File: src/rtl/satarx_responder.sv
// satarx_responder: receive-side link responder that answers the remote transmitter with SYNC/R_RDY/R_IP/HOLD/HOLDA/R_OK/R_ERR.
// Optional CRCW/STAT watchdog is compiled in when SATARX_RESPONDER_TIMEOUT_EN is defined.
module satarx_responder #(
  parameter logic OPT_LOWPOWER = 1'b0,
  parameter int   W            = 32,
  parameter int   TIMEOUT_W    = 16
) (
  input  logic         i_clk,
  input  logic         i_reset,
  input  logic         i_rx_valid,
  input  logic [W:0]   i_rx_data,
  input  logic         i_fifo_full,
  input  logic         i_crc_valid,
  input  logic         i_crc_ok,
  output logic         M_AXIS_TVALID,
  input  logic         M_AXIS_TREADY,
  output logic [W:0]   M_AXIS_TDATA,
  output logic         o_abort,
  output logic [2:0]   o_state
);

  localparam logic [W:0] P_SYNC  = {1'b1, W'(32'h7c95_b5b5)};
  localparam logic [W:0] P_X_RDY = {1'b1, W'(32'h7cb5_5757)};
  localparam logic [W:0] P_R_RDY = {1'b1, W'(32'h7c95_4a4a)};
  localparam logic [W:0] P_SOF   = {1'b1, W'(32'h7cb5_3737)};
  localparam logic [W:0] P_EOF   = {1'b1, W'(32'h7cb5_d5d5)};
  localparam logic [W:0] P_HOLD  = {1'b1, W'(32'h7caa_d5d5)};
  localparam logic [W:0] P_HOLDA = {1'b1, W'(32'h7caa_9595)};
  localparam logic [W:0] P_R_IP  = {1'b1, W'(32'h7cb5_5555)};
  localparam logic [W:0] P_R_OK  = {1'b1, W'(32'h7cb5_3535)};
  localparam logic [W:0] P_R_ERR = {1'b1, W'(32'h7cb5_5656)};

  typedef enum logic [2:0] {
    S_IDLE = 3'd0,
    S_RDY  = 3'd1,
    S_RCV  = 3'd2,
    S_CRCW = 3'd3,
    S_STAT = 3'd4
  } state_t;

  function automatic logic rx_is(input logic vld, input logic [W:0] word, input logic [W:0] code);
    return vld && (word == code);
  endfunction

  state_t     state;
  state_t     next_state;
  logic       crc_ok_q;
  logic       crc_ok_nxt;
  logic       hold_seen_q;
  logic       abort_nxt;
  logic       abort_q;
  logic       wdog_expired;
  logic [W:0] resp_sel;
  logic       vld_p1;
  logic [W:0] tdata_p1;

  // p0: primitive decode of the received word, straight from the PHY
  logic rx_sync_p0;
  logic rx_xrdy_p0;
  logic rx_sof_p0;
  logic rx_eof_p0;
  logic rx_hold_p0;

  assign rx_sync_p0 = rx_is(i_rx_valid, i_rx_data, P_SYNC);
  assign rx_xrdy_p0 = rx_is(i_rx_valid, i_rx_data, P_X_RDY);
  assign rx_sof_p0  = rx_is(i_rx_valid, i_rx_data, P_SOF);
  assign rx_eof_p0  = rx_is(i_rx_valid, i_rx_data, P_EOF);
  assign rx_hold_p0 = rx_is(i_rx_valid, i_rx_data, P_HOLD);

`ifdef SATARX_RESPONDER_TIMEOUT_EN
  logic [TIMEOUT_W-1:0] wdog_q;

  assign wdog_expired = ((state == S_CRCW) || (state == S_STAT)) && (&wdog_q);

  // Restarts on every state entry so each wait phase gets a full window.
  always_ff @(posedge i_clk) begin
    if (i_reset || (next_state != state) || !((state == S_CRCW) || (state == S_STAT))) begin
      wdog_q <= '0;
    end else begin
      wdog_q <= wdog_q + 1'b1;
    end
  end
`else
  assign wdog_expired = 1'b0;
`endif

  always_ff @(posedge i_clk) begin
    if (i_reset) begin
      state       <= S_IDLE;
      crc_ok_q    <= 1'b0;
      hold_seen_q <= 1'b0;
      abort_q     <= 1'b0;
    end else begin
      state    <= next_state;
      crc_ok_q <= crc_ok_nxt;
      abort_q  <= abort_nxt;
      if (i_rx_valid) begin
        hold_seen_q <= rx_hold_p0;
      end
    end
  end

  always_comb begin
    next_state = state;
    crc_ok_nxt = crc_ok_q;
    abort_nxt  = 1'b0;
    resp_sel   = P_SYNC;
    case (state)
      S_IDLE: begin
        resp_sel = P_SYNC;
        if (rx_xrdy_p0) begin
          next_state = S_RDY;
        end
      end
      S_RDY: begin
        resp_sel = P_R_RDY;
        if (rx_sof_p0) begin
          next_state = S_RCV;
        end else if (rx_sync_p0) begin
          next_state = S_IDLE;
        end
      end
      S_RCV: begin
        // Local back-pressure wins over acknowledging the remote's HOLD.
        if (i_fifo_full) begin
          resp_sel = P_HOLD;
        end else if (hold_seen_q) begin
          resp_sel = P_HOLDA;
        end else begin
          resp_sel = P_R_IP;
        end
        if (rx_sync_p0) begin
          next_state = S_IDLE;
          abort_nxt  = 1'b1;
        end else if (rx_eof_p0) begin
          next_state = S_CRCW;
        end
      end
      S_CRCW: begin
        resp_sel = P_R_IP;
        if (rx_sync_p0) begin
          next_state = S_IDLE;
          abort_nxt  = 1'b1;
        end else if (i_crc_valid) begin
          crc_ok_nxt = i_crc_ok;
          next_state = S_STAT;
        end
      end
      S_STAT: begin
        resp_sel = crc_ok_q ? P_R_OK : P_R_ERR;
        if (rx_sync_p0) begin
          next_state = S_IDLE;
        end
      end
      default: begin
        next_state = S_IDLE;
      end
    endcase
    if (wdog_expired) begin
      next_state = S_IDLE;
      abort_nxt  = 1'b1;
    end
  end

  // p1: output register; a new primitive loads only when the PHY has taken the current one
  always_ff @(posedge i_clk) begin
    if (i_reset) begin
      vld_p1   <= 1'b0;
      tdata_p1 <= '0;
    end else if (!vld_p1 || M_AXIS_TREADY) begin
      vld_p1   <= 1'b1;
      tdata_p1 <= resp_sel;
    end
  end

  assign M_AXIS_TVALID = vld_p1;
  assign M_AXIS_TDATA  = (OPT_LOWPOWER && !vld_p1) ? '0 : tdata_p1;
  assign o_abort       = abort_q;
  assign o_state       = state;

endmodule

File: config.mk
export PLATFORM = sky130hd
export DESIGN_NAME = satarx_responder
export DESIGN_NICKNAME = d
export VERILOG_FILES = /design/src/rtl/satarx_responder.sv
export SDC_FILE = /design/constraint.sdc
export NUM_CORES = 1
export LEC_CHECK = 0
export CORE_UTILIZATION = 29
export DETAILED_ROUTE_END_ITERATION = 16
export GPL_TIMING_DRIVEN = 0
export PLACE_DENSITY = 0.81
export SLEW_MARGIN = 10
export SYNTH_ARGS = -nofsm -noshare
export SYNTH_HDL_FRONTEND = slang
export SYNTH_SLANG_ARGS = --single-unit
File: constraint.sdc
create_clock -name i_clk -period 3 [get_ports i_clk]
set_input_delay 0.9 -clock i_clk [delete_from_list [all_inputs] [get_ports i_clk]]
set_output_delay 0.9 -clock i_clk [all_outputs]
set_load 0.1 [all_outputs]
==> out/results.txt, run 1 <==
Finished Layout Cells: 263
Achievable Freq: 0.344 GHz
Clk buf depth: 2
PwrDens: 367 mW/mm2
Initial detailed-routing violation count: 16
Die Wd: 63.2 um
Main area contributors after synthesis: dfxtp_1, buf_4, a21oi_1
Yosys top cell by area: dfxtp_1
Share of the synthesized area in the top cell type: 31.3%
Final Critical Period: 2.91 ns
Aggregate global routing overflow: 0
Largest net degree at the start of global routing: 11
Critical Path RT: 2.10 ns
Synth warn: 0
Num CTS Buffers: 3
Clock H-tree levels: 1
Yosys cell types: 37
Status: completed
Hpwl dp: 2.31 mm
CP Max Fanout: 10
Sw Pwr: 279 uW
Final wirelength: 2.74 mm
Setup TNS: 0 ns
Layout Nets: 258
RSZ-0062 raised after global routing: false
Initial antenna violation count: 0
CTS tree: done
Worst skew pair latency: 0.25 ns
Crit Path Category: reg2out
Crit path max-delay family: buffers and inverters
Relative slew margins: 34.0%
Crit start category: flop
Gate power share: 42.5%
Hold Crit Class: reg2reg
Placed cells: 259
First-pass GRT wire length: 4.38 mm
TritonRoute pass-1 iters: 4
IO Port Bufs: 72
Vias per cell: 4.52
Crit-path cells: buf_4, clkdlybuf4s50_1
Core box area: 0.00347 mm2
Post-Synthesis Cells: 138
#FFs+latches synth: 17
Fraction of registers with async set/reset: 0%
Core Rows: 21
Count leader, synth: buf_4
Slew Limit Fails: 0
Max-Cap Viols: 0
Post-synth top cells: buf_4, dfxtp_1, nor2_1
Number of global-route vias before repair: 1045
Post-Syn Area per Cell: 7.87 um2
Setup Skew: 0.00291 ns
Critical Path End Type: output port
Final setup violation count: 0
DRC violations left: 0
Worst VDD drop: 0.130 mV
Clock root buffer: clkbuf_8
Die Y: 63.2 um
Int Power: 429 uW
WP buf/inv: 2
Die area: 0.00399 mm2
Seq/Total Area, Yosys: 31.3%
Switch share: 39.4%
Clock-pin slew on the worst setup and hold paths: 0.06 ns
Final Hold Vio Count: 0
Mapped Area: 0.00109 mm2
Routability congestion estimate from global placement: 0.771
Leak: 0.775 nW
Vias: 1189
Number of synthesized flops with an enable pin: 0
# IOs: 78
DRT antenna net count: 0
Final Cycle Share: 96.8%
Clk pwr share: 23.7%
Layout cells sized above 1: 14.7%
Clock sink count: 17
Worst slew pin tran: 0.986 ns
Layout area overhead: 77.3%
ANT cells: 0
Fillers: 334
Gr usage total: 13.5%
Initial core utilization: 31.3%
WP data arrival: 2.01 ns
Slowest stage delay, CP: 1.12 ns
Worst path slowest cell: clkdlybuf4s50_1
DR WL/cell: 10.4 um
Flop pwr share: 33.8%
Top FF cell, synth: dfxtp_1
cell families after synthesis:
logic type      count (synthesis)  share of synthesized area, %
xor+xnor                        1                         0.807
simple gates                   60                          33.8
flops                          17                          31.3
buf+inv                        32                          19.0
mux                             1                         0.922
compound gates                 26                          13.8
other cells                     1                         0.345
sequential cells by signal, indices dropped and copies added, names as in the netlist:
| name | cells |
|---|---|
| M_AXIS_TDATA | 11 |
| o_abort | 1 |
| hold_seen_q | 1 |
| o_state | 3 |
| crc_ok_q | 1 |
cell type report:
class / instances / area, um2 / area share, %
well taps: 46 / 57.6 / 2.99
flip-flops and latches: 17 / 340 / 17.7
multi-input cells: 92 / 551 / 28.6
clock buffers: 4 / 45.0 / 2.34
inverters: 3 / 11.3 / 0.585
plain buffers: 29 / 195 / 10.1
repair buffers: 72 / 726 / 37.7
final timing paths:
path                                  from                       endpoint  slack, ns  depth (start not counted)
min reg2reg  M_AXIS_TDATA[14]$_SDFFE_PP0P_  M_AXIS_TDATA[14]$_SDFFE_PP0P_       0.47                          2
max          M_AXIS_TDATA[30]$_SDFFE_PP0P_               M_AXIS_TDATA[28]       0.09                          2
max reg2reg        o_state[2]$_SDFFE_PP0P_  M_AXIS_TDATA[13]$_SDFFE_PP0P_       1.35                          6
min          M_AXIS_TDATA[14]$_SDFFE_PP0P_  M_AXIS_TDATA[14]$_SDFFE_PP0P_       0.47                          2
worst reg2reg max path, stage by stage, from the launching register on:
cell	delay, ns
dfxtp_1	0.33
clkbuf_1	0.29
or3b_2	0.51
nor2_1	0.16
nor3_1	0.06
a21oi_1	0.13
nor2_1	0.05
layout by cell type (no fill, tap or decap), types with 2 or more instances in the layout:
| cell type | n |
|---|---|
| nor4bb_1 | 3 |
| and3_1 | 2 |
| clkbuf_1 | 7 |
| nor2_1 | 14 |
| clkbuf_8 | 3 |
| nor2b_1 | 2 |
| inv_1 | 2 |
| and4b_1 | 2 |
| a31oi_1 | 2 |
| buf_4 | 23 |
| nor3_1 | 5 |
| nand2b_1 | 4 |
| clkdlybuf4s50_1 | 70 |
| nand2_1 | 10 |
| dfxtp_1 | 17 |
| a21oi_1 | 13 |
| conb_1 | 4 |
| o21ai_0 | 7 |
| nand4_1 | 5 |
| dlymetal6s2s_1 | 2 |
per-stage QoR:
step	power [mW]	instance area [um2]	setup WS, ns	utilization [%]	hold WS, ns
4_1_cts	0.715	1920	0.0648	55.4	0.472
5_1_grt	0.734	1930	0.000580	55.5	0.516
3_3_place_gp	0.543	1880	0.0508	54.1	0.457
3_5_place_dp	0.546	1880	0.0346	54.1	0.462
6_report	0.708	1930	0.0947	55.5	0.467
2_1_floorplan	0.452	1100	0.572	-	0.448
power by group through the flow:
stage / combinational [mW] / sequential, mW / clock [mW]
global route: 0.311 / 0.240 / 0.183
CTS: 0.302 / 0.239 / 0.174
floorplan: 0.162 / 0.291 / 0
finish: 0.301 / 0.239 / 0.168
detailed placement: 0.302 / 0.244 / 0
global placement: 0.299 / 0.244 / 0
routing by layer:
metal	up-vias	share of wire [%]	GRT usage (%)
met3	4	8.9	4.35
li1	617	-	-
met5	-	0	0
met1	511	41	14.9
met4	0	0.80	3.41
met2	57	49	24.7
timing repair:
item                       CTS  global route
setup endpoints to repair    0             2
resized for setup            0             2
hold buffers                 0             0
setup buffers                0             0
Power figures use the tool's default switching activity.
==> inputs of run 2 (changes only) <==
--- a/config.mk
+++ b/config.mk
@@ -5,6 +5,7 @@
 export SDC_FILE = /design/constraint.sdc
 export NUM_CORES = 1
 export LEC_CHECK = 0
+export CAP_MARGIN = 20
 export CORE_UTILIZATION = 29
 export DETAILED_ROUTE_END_ITERATION = 16
 export GPL_TIMING_DRIVEN = 0
==> results of run 2 <==
The final DEF is identical to that of run 1; final timing and power are the same.
